[config.mk]
export PLATFORM = sky130hd
export DESIGN_NAME = nibble_serial_adder_ctrl
export DESIGN_NICKNAME = d
export VERILOG_FILES = /design/src/rtl/sum_pkg.sv /design/src/rtl/sum_nibble.sv /design/src/rtl/nibble_serial_adder_ctrl.sv
export SDC_FILE = /design/constraint.sdc
export NUM_CORES = 1
export LEC_CHECK = 0
export CAP_MARGIN = 20
export CORE_AREA = 2 2 71 86
export CTS_BUF_LIST = sky130_fd_sc_hd__clkbuf_4
export DETAILED_ROUTE_END_ITERATION = 12
export DIE_AREA = 0 0 73 88
export GPL_TIMING_DRIVEN = 0
export PLACE_DENSITY = 0.75
export SLEW_MARGIN = 5
export SYNTH_ARGS = -nofsm -noshare
export SYNTH_HDL_FRONTEND = slang
export SYNTH_SLANG_ARGS = --single-unit
[constraint.sdc]
create_clock -name i_Clk -period 5.8 [get_ports i_Clk]
set_input_delay 0.58 -clock i_Clk [delete_from_list [all_inputs] [get_ports i_Clk]]
set_output_delay 0.58 -clock i_Clk [all_outputs]
set_load 0.02 [all_outputs]
[src/rtl/sum_pkg.sv]
// Shared definitions for the nibble-serial adder: nibble width and controller state encoding.
package sum_pkg;

  localparam int unsigned NibbleW = 4;

  typedef enum logic [1:0] {
    StIdle = 2'b00,
    StAdd  = 2'b01,
    StDone = 2'b10
  } state_e;

endpackage

[src/rtl/sum_nibble.sv]
// Combinational 4-bit adder with carry-in/carry-out, reused once per cycle by the controller.
module sum_nibble
  import sum_pkg::*;
(
  input  logic [NibbleW-1:0] i_bit1,
  input  logic [NibbleW-1:0] i_bit2,
  input  logic               i_Carry,
  output logic [NibbleW-1:0] o_Suma,
  output logic               o_Carry
);

  logic [NibbleW:0] total;

  assign total   = {1'b0, i_bit1} + {1'b0, i_bit2} + {{NibbleW{1'b0}}, i_Carry};
  assign o_Suma  = total[NibbleW-1:0];
  assign o_Carry = total[NibbleW];

endmodule

[src/rtl/nibble_serial_adder_ctrl.sv]
// Serial W-bit adder: one shared nibble adder walks the operands LSB nibble first,
// building the result register in place; IDLE -> ADD (N_NIBBLES cycles) -> DONE.
module nibble_serial_adder_ctrl
  import sum_pkg::*;
#(
  parameter  int unsigned N_NIBBLES = 4,
  localparam int unsigned W         = NibbleW * N_NIBBLES
) (
  input  logic         i_Clk,
  input  logic         i_Rst,
  input  logic         i_Start,
  input  logic [W-1:0] i_bit1,
  input  logic [W-1:0] i_bit2,
  input  logic         i_Carry,
  output logic         o_Busy,
  output logic         o_Done,
  output logic [W-1:0] o_Suma,
  output logic         o_Carry
);

  localparam int unsigned    KW    = (N_NIBBLES > 1) ? $clog2(N_NIBBLES) : 1;
  localparam logic [KW-1:0]  KLast = KW'(N_NIBBLES - 1);

  state_e         state_q, state_d;
  logic [KW-1:0]  k_q, k_d;
  logic [W-1:0]   a_q, a_d;
  logic [W-1:0]   b_q, b_d;
  logic           carry_q, carry_d;
  logic [W-1:0]   sum_q, sum_d;

  // Bit offset of nibble k is 4*k.
  logic [KW+1:0]        nib_base;
  logic [NibbleW-1:0]   nib_a, nib_b, nib_sum;
  logic                 nib_carry;

  assign nib_base = {k_q, 2'b00};
  assign nib_a    = a_q[nib_base +: NibbleW];
  assign nib_b    = b_q[nib_base +: NibbleW];

  sum_nibble u_sum_nibble (
    .i_bit1  (nib_a),
    .i_bit2  (nib_b),
    .i_Carry (carry_q),
    .o_Suma  (nib_sum),
    .o_Carry (nib_carry)
  );

  always_comb begin
    state_d = state_q;
    k_d     = k_q;
    a_d     = a_q;
    b_d     = b_q;
    carry_d = carry_q;
    sum_d   = sum_q;
    unique case (state_q)
      StIdle: begin
        if (i_Start) begin
          state_d = StAdd;
          a_d     = i_bit1;
          b_d     = i_bit2;
          carry_d = i_Carry;
          k_d     = '0;
        end
      end
      StAdd: begin
        sum_d[nib_base +: NibbleW] = nib_sum;
        carry_d                    = nib_carry;
        k_d                        = k_q + KW'(1);
        if (k_q == KLast) begin
          state_d = StDone;
        end
      end
      StDone: begin
        state_d = StIdle;
      end
      default: begin
        state_d = StIdle;
      end
    endcase
  end

  always_ff @(posedge i_Clk or posedge i_Rst) begin
    if (i_Rst) begin
      state_q <= StIdle;
      k_q     <= '0;
      a_q     <= '0;
      b_q     <= '0;
      carry_q <= 1'b0;
      sum_q   <= '0;
    end else begin
      state_q <= state_d;
      k_q     <= k_d;
      a_q     <= a_d;
      b_q     <= b_d;
      carry_q <= carry_d;
      sum_q   <= sum_d;
    end
  end

  // After the last nibble the carry register is the final carry-out and is left
  // untouched until the next accepted start.
  assign o_Busy  = (state_q == StAdd);
  assign o_Done  = (state_q == StDone);
  assign o_Suma  = sum_q;
  assign o_Carry = carry_q;

endmodule

== Word level (Yosys, flattened, before mapping) ==
Cells that the tools add are included.
Storage, ports and cells
  bits in latches: 0
  output and inout bits: 19
  memories kept: 0
  bits of input ports: 36
  word-level logic and storage cells: 32
  register bits: 53
  RAM bits: 0
  memory bits (read-only): 0
Operators by class
  add/subtract/negate cells: 4
  multiplexer cells: 8
  equal/unequal tests: 5
  div/mod/pow operators: 0
  shift-type cells: 4
  $mul: 0
  order comparisons: 0
  reductions and logical operators: 5
  bitwise gates (word level): 0
Operators by type and width (number)
  $shiftx A16 B5 Y4: 2
  $bwmux W16: 1
  $shift A4 B6 Y16 const A: 1
  $shiftx A4 B6 Y16: 1
  $pmux W2 S2: 2
  $mux W2: 3
  $neg A4 Y6: 1
  $reduce_and A2 Y1: 3
  $add A4 B4 Y5: 1
  $add A5 B1 Y5: 1
  $eq A2 B2 Y1 const B: 2
  $add A2 B1 Y2 const B: 1
  $eq A2 B1 Y1 const B: 1
  $logic_not A2 Y1: 1
  $ne A2 B1 Y1 const B: 1
  $ne A2 B2 Y1 const B: 1
  $pmux W1 S2: 1
  $reduce_bool A2 Y1: 1
  $mux W1: 1

== Depth between registers and ports, before layout ==
Gate-level depths: netlist of the first run.
  depth in word-level cells: 5
  mapped depth: 7
  depth with buffers taken out: 6

== Modules after synthesis ==
Synthesis of the first run repeated with hierarchy kept, for this count alone.
Second synthesis, totals
  cell total of the unflattened synthesis: 189
  area, all modules: 2543.7 sq um
By module, submodules not included
  nibble_serial_adder_ctrl: sequential area each 1326.3 sq um, cells each 173, area each 2399.8 sq um, times used 1
  sum_nibble: sequential area each 0.0 sq um, cells each 16, area each 143.9 sq um, times used 1

== Least setup slack after synthesis of the first run ==
OpenSTA, ideal clock, no wires.
  kind: reg2reg
  start: register k_q[0]
  end: register carry_q, in the netlist o_Carry
  library setup time: 0.133 ns
  setup slack: 3.170 ns
  path buffers: 1
  data required time: 5.667 ns
  arrival: 2.497 ns
  stages on the path, launching flop included: 8
  clock period less this slack: 2.630 ns
  path through: dfrtp_1 buf_4 mux4_2 fa_1 fa_1 a21o_1 a211oi_1 a221oi_1
Between the ends
  cells in the longest elaborated chain, start to end: 4
  elaborated cells between the ends (all ways): 5
  classes of those cells: 2 x add/sub; 2 x shift; 1 x mux
Ends and longest elaborated chain
  start: declaration: RTL line nibble_serial_adder_ctrl.sv:25  | logic [KW-1:0] k_q, k_d;
  start signal: assignment: RTL line nibble_serial_adder_ctrl.sv:92  | k_q <= k_d;
  $shiftx A16 B5 Y4, on equally long branches: RTL line nibble_serial_adder_ctrl.sv:37, nibble_serial_adder_ctrl.sv:38
  $add A4 B4 Y5 (*): RTL line sum_nibble.sv:14  | assign total = {1'b0, i_bit1} + {1'b0, i_bit2} + {{NibbleW{1'b0}}, i_Carry};
  $add A5 B1 Y5 (*): RTL line sum_nibble.sv:14
  $pmux W1 S2 (*): RTL line nibble_serial_adder_ctrl.sv:55  | unique case (state_q)
  end signal: assignment: RTL line nibble_serial_adder_ctrl.sv:95  | carry_q <= carry_d;
  end: declaration: RTL line nibble_serial_adder_ctrl.sv:28  | logic carry_q, carry_d;
Every way passes the cells marked *; elsewhere a longest branch is shown, timed or not.
A chain may end at the register's enable or synchronous reset.

== Final worst setup path of the first run ==
Ends and elaborated chain as after synthesis.

==> results.md, run 1 <==
* Status: finished clean
* Final Hold Viols at 0
* Drt total wl at 4710 µm
* Psw at 0.714 mW
* Drt wl/cell at 16.4 µm
* Share of layout cells above drive strength 1 at 12.1%
* Ports at 55
* Power density over the cells at 580 mW/mm²
* Reg power frac at 34.8%
* Setup crit end kind: flip-flop
* Worst-path clk slew at 0.15 ns
* Total gr overflow at 0
* Combinational share of power at 53.9%
* Layout area overhead at 29.6%
* Number of remaining DRC errors at 0
* Largest net degree at the start of global routing at 29
* PostCTS Resize Cnt at 0
* Tightest Pin Transition at 0.626 ns
* Vias in the first global route at 1606
* Syn Inst Count at 160
* Syn Nets at 206
* Die span in y at 88 µm
* Max_cap viols at 0
* Area share of xor/xnor cells in the synthesized design at 0.361%
* Mux share of post-synthesis cell area at 22.3%
* Antenna viol nets, final at 0
* Hold Buf Count CTS at 0
* Initial antenna violation count at 0
* Violation count after the first detailed-route iteration at 71
* Area share of fa/ha/maj cells after synthesis at 5.77%
* CTS Sinks at 53
* Final nets at 268
* GP Congestion at 0.839
* Fmax at 339 MHz
* Yosys warnings at 0
* Post-route minimum period at 2.95 ns
* Die area at 0.00642 mm²
* Rows at 30
* Worst path arrival time at 3.21 ns
* # H-tree levels at 2
* Setup violators final at 0
* CTS tree: done
* Compound-Gate Fraction of Synth Area at 8.97%
* Internal power at 1.11 mW
* Mapped cell area at 0.00243 mm²
* Starting Density at 43.4%
* Setup repair bufs after CTS at 0
* # port buffers at 54
* Final Cycle Share at 50.9%
* RSZ-0062 raised after global routing: no
* Num CTS Buffers at 5
* Startpoint types: flip-flop
* Yosys cell types at 30
* First-pass GRT wire length at 7770 µm
* Number of vias per cell at 5.43
* Post-DP HPWL at 3620 µm
* Chip width at 73 µm
* Total GRT Usage at 16.2%
* Critical path class: reg2reg
* Syn_area_per_cell at 15.2 µm²
* Max_slew headroom at 58.3%
* 1st-pass router iterations at 4
* Largest family of logic cells by synthesized area: multiplexers
* Antenna diode count at 0
* Yosys reg bits at 53
* Peak VDD IR at 0.000269 V
* Core ar. at 0.00559 mm²
* Clk_lat worst skew at 0.37 ns
* Register area share after synthesis at 54.6%
* WP data required at 6.06 ns
* Sw Ratio at 39.1%
* CP max FO at 10
* Static leakage at 1.36 nW
* Dpl ws at 2.82 ns
* Final setup TNS at 0 ns
* Root buf cell: clkbuf_4
* Via count at 1559
* Type of the most critical hold path: reg2reg
* CTS Buffer Depth at 2
* Post-Synth Simple-Gate Area at 5.36%
* Clk network pwr share at 11.3%
* Final Max Tran Viols at 0
* Final worst slack at 2.85 ns
* Clock Skews at 0.0124 ns
==> critical path, cell delays in order, from the launching register on <==
cell	delay (ns)
dfrtp_1	0.56
buf_4	0.29
mux4_2	0.55
fa_1	0.44
fa_1	0.41
a21o_1	0.18
a211oi_1	0.32
a221oi_1	0.08
==> layout by cell type, fill, tap and decap left out, drive strengths merged <==
cell,instances
o22ai,2
and3,2
fa,2
ha,8
nand2b,2
buf,5
o21ai,1
nand3b,2
dfrtp,53
a21o,1
mux2,32
clkinv,1
inv,8
clkdlybuf4s50,54
nor2,2
nand2,4
mux4,8
bufinv,1
nor4b,1
o21bai,2
nor2b,1
a22o,13
a211oi,2
or3b,1
xnor2,1
and4bb,1
nor3,1
clkbuf,7
a32o,4
a221oi,1
==> power by group through the flow <==
stage	clock [mW]	sequential (mW)	combinational [mW]
floorplan	0	0.665	0.652
global placement	0	0.641	0.973
detailed placement	0	0.648	0.992
CTS	0.210	0.638	0.994
global route	0.226	0.659	1.07
finish	0.207	0.635	0.984
==> sequential cells by signal, indices dropped and copies added, names as in the netlist <==
name and count:
a_q 16, o_Carry 1, k_q 2, b_q 16, state_q 2, o_Suma 16
==> path summary, 6_finish.rpt <==
kind	startpoint	end	slack, ns	depth (start not counted)
max in group asynchronous	i_Rst	b_q[5]$_DFFE_PP0P_	4.66	3
max reg2reg	k_q[0]$_DFFE_PP0P_	o_Carry$_DFFE_PP0P_	2.85	7
min	b_q[13]$_DFFE_PP0P_	b_q[13]$_DFFE_PP0P_	0.50	1
min reg2reg	b_q[13]$_DFFE_PP0P_	b_q[13]$_DFFE_PP0P_	0.50	1
max	k_q[0]$_DFFE_PP0P_	o_Carry$_DFFE_PP0P_	2.85	7
min in group asynchronous	i_Rst	a_q[4]$_DFFE_PP0P_	0.58	2
==> synth_stat cells <==
library cell	n	area, µm²
nor2b_1	1	6.26
inv_2	2	7.51
nor3_2	1	10.0
nand3b_1	1	7.51
dfrtp_1	53	1330
nor2_1	1	3.75
o22ai_1	2	12.5
a32o_1	4	40.0
nor2_2	1	6.26
ha_1	8	100
or3b_1	1	8.76
nand2_1	4	15.0
a22o_1	13	114
and4bb_1	1	12.5
and3_1	2	12.5
mux4_2	8	180
nand2b_1	2	12.5
inv_1	6	22.5
xnor2_1	1	8.76
nand3b_2	1	11.3
fa_1	2	40.0
buf_4	4	30.0
clkbuf_1	1	3.75
o21bai_1	2	15.0
a221oi_1	1	8.76
a211oi_1	2	15.0
nor4b_4	1	23.8
mux2_1	32	360
a21o_1	1	7.51
o21ai_1	1	5.00
==> metrics by stage <==
stage	util (%)	std cells	power, mW	hold WS, ns	instance area (µm²)
after detailed placement	54.9	279	1.64	0.471	3070
after global routing	56.3	287	1.96	0.520	3150
after global placement	54.5	278	1.61	0.462	3050
after floorplan	-	160	1.32	0.452	2430
after CTS	56.3	287	1.84	0.502	3150
final	56.3	287	1.83	0.495	3150
==> logic make-up after synthesis <==
logic type,after synthesis
DFF,53
xor gates and xnor gates,1
and+or+nand+nor,17
adders and majority gates,10
buffers and inverters,13
AOI/OAI and AO/OA,26
muxes,40
==> routing by layer <==
metal  global-route usage, %  share of wire [%]  up-vias
met5                       0                  0        -
met4                    4.55                1.3        0
met3                    3.45                4.3        5
met2                    28.3                 53       47
met1                    20.0                 42      785
li1                        -                  -      722
==> layout make-up <==
type	instances	area, µm²
inverter	8	30.0
tap	64	80.1
sequential	53	1330
timing repair buffer	55	561
buffer	5	33.8
fill	461	2450
multi-input combinational	94	1040
clock inverter	2	33.8
clock buffer	6	45.0
No activity file was read; power rests on OpenSTA's default activity.
==> run 2, diff against run 1 <==
==> constraint.sdc (replaced) <==
create_clock -name i_Clk -period 3 [get_ports i_Clk]
set_input_delay 0.3 -clock i_Clk [delete_from_list [all_inputs] [get_ports i_Clk]]
set_output_delay 0.3 -clock i_Clk [all_outputs]
set_load 0.02 [all_outputs]
==> results.md, run 2 (same netlist as run 1, synthesis figures left out) <==
* Initial antenna violation count at 0
* Clk_lat worst skew at 0.37 ns
* Clock Skews at 0.0132 ns
* Share of layout cells above drive strength 1 at 13.0%
* Total GRT Usage at 16.2%
* Die area at 0.00642 mm²
* Clk network pwr share at 11.3%
* Vias in the first global route at 1606
* Post-route cell area at 0.00315 mm²
* Ports at 55
* Final core occ at 56.3%
* Final nets at 268
* CTS Buffer Depth at 2
* Met2 GRT Util at 28.3%
* Psw at 1.39 mW
* Peak VDD IR at 0.000523 V
* Sw Ratio at 39.2%
* Rows at 30
* Post-Layout Cell Count at 287
* Critical path class: reg2reg
* Antenna viol nets, final at 0
* WP data required at 3.26 ns
* Root buf cell: clkbuf_4
* Antenna diode count at 0
* Startpoint types: flip-flop
* Placed Instances at 279
* First-pass GRT wire length at 7770 µm
* Core ar. at 0.00559 mm²
* Chip width at 73 µm
* # H-tree levels at 2
* Setup violators final at 0
* R2r worst-path depth at 7
* Num CTS Buffers at 5
* Max_slew headroom at 59.6%
* Combinational share of power at 54.0%
* Met1 Track Usage GR at 20.0%
* Setup crit end kind: flip-flop
* Worst-path clk slew at 0.15 ns
* Layout area overhead at 29.7%
* GP Congestion at 0.839
* Max_cap viols at 0
* Static leakage at 1.36 nW
* Reg power frac at 34.7%
* Final setup TNS at 0 ns
* Hold Buf Count CTS at 0
* CTS tree: done
* Worst path arrival time at 3.12 ns
* Type of the most critical hold path: in2async
* Starting Density at 43.4%
* CP max FO at 10
* Tightest Pin Transition at 0.605 ns
* FILL cells at 459
* Drt total wl at 4730 µm
* # port buffers at 54
* RSZ-0062 raised after global routing: no
* Final Hold Viols at 0
* Busiest grt layer: met2
* Most frequent cells in the layout: 54 x clkdlybuf4s50_1, 52 x dfrtp_1, 32 x mux2_1
* Post-route minimum period at 2.86 ns
* Post-place instance area at 0.00307 mm²
* Setup repair bufs after CTS at 0
* GR Layer Usage met3 at 3.45%
* Status: finished clean
* Final Max Tran Viols at 0
* Via count at 1557
* Internal power at 2.15 mW
* R2R Setup Slk at 0.14 ns
* Number of vias per cell at 5.43
* Final Cycle Share at 95.4%
* Total gr overflow at 0
* Commonest non-fill, non-tap cell in the layout: clkdlybuf4s50_1
* 1st-pass router iterations at 5
* Number of remaining DRC errors at 0
* Violation count after the first detailed-route iteration at 72
* Largest net degree at the start of global routing at 29
* Die span in y at 88 µm
* Post-DP HPWL at 3620 µm
* Power density over the cells at 1130 mW/mm²
* Fmax at 350 MHz
* Drt wl/cell at 16.5 µm
* R2R Path Start: k_q[0]$_DFFE_PP0P_
* FF-to-FF End: o_Carry$_DFFE_PP0P_
* CTS Sinks at 53
## run 2: critical path: stages (launching register included)
cell	delay [ns]
dfrtp_2	0.50
buf_4	0.26
mux4_2	0.55
fa_1	0.44
fa_1	0.42
a21o_1	0.19
a211oi_1	0.31
a221oi_1	0.08
## run 2: worst max path at each step
stage / startpoint / to / slack (ns) / cells after the start
2_1_floorplan: k_q[0]$_DFFE_PP0P_ / o_Carry$_DFFE_PP0P_ / 0.37 / 7
6_report: k_q[0]$_DFFE_PP0P_ / o_Carry$_DFFE_PP0P_ / 0.14 / 7
5_1_grt: k_q[0]$_DFFE_PP0P_ / o_Carry$_DFFE_PP0P_ / 0.03 / 7
4_1_cts: k_q[0]$_DFFE_PP0P_ / o_Carry$_DFFE_PP0P_ / 0.003 / 7
3_3_place_gp: k_q[0]$_DFFE_PP0P_ / o_Carry$_DFFE_PP0P_ / 0.03 / 7
3_5_place_dp: k_q[0]$_DFFE_PP0P_ / o_Carry$_DFFE_PP0P_ / 0.02 / 7
## run 2: final cells by class
type | count | area, µm² | share of cell area (%)
buffer | 5 | 35.0 | 1.11
inverter | 8 | 30.0 | 0.954
clock inverter | 2 | 33.8 | 1.07
tap | 64 | 80.1 | 2.54
clock buffer | 6 | 45.0 | 1.43
sequential | 53 | 1330 | 42.2
multi-input combinational | 94 | 1040 | 32.9
timing repair buffer | 55 | 561 | 17.8
## run 2: metal layers
layer	vias to the layer above	wire (µm)	part of all wire, %
met4	0	61	1.3
met3	5	195	4.1
met5	-	0	0
met2	49	2490	53
li1	721	-	-
met1	782	1990	42
## run 2: per-stage QoR
stage          setup slack (ns)  hold WS [ns]  power (mW)
6_report                  0.139         0.297        3.54
3_3_place_gp             0.0269         0.462        3.12
5_1_grt                  0.0309         0.352        3.79
3_5_place_dp             0.0211         0.471        3.17
2_1_floorplan             0.370         0.435        2.55
4_1_cts                 0.00328         0.310        3.56
## run 2: power groups by stage
stage / registers [mW] / logic [mW] / clock network [mW]
6_report: 1.23 / 1.91 / 0.401
2_1_floorplan: 1.29 / 1.26 / 0
4_1_cts: 1.23 / 1.92 / 0.406
3_3_place_gp: 1.24 / 1.88 / 0
3_5_place_dp: 1.25 / 1.92 / 0
5_1_grt: 1.28 / 2.08 / 0.438
## run 2: timing repair
action                     in CTS  in global routing
resized for setup               0                  3
setup endpoints to repair       0                  3
hold endpoints to repair        0                  0
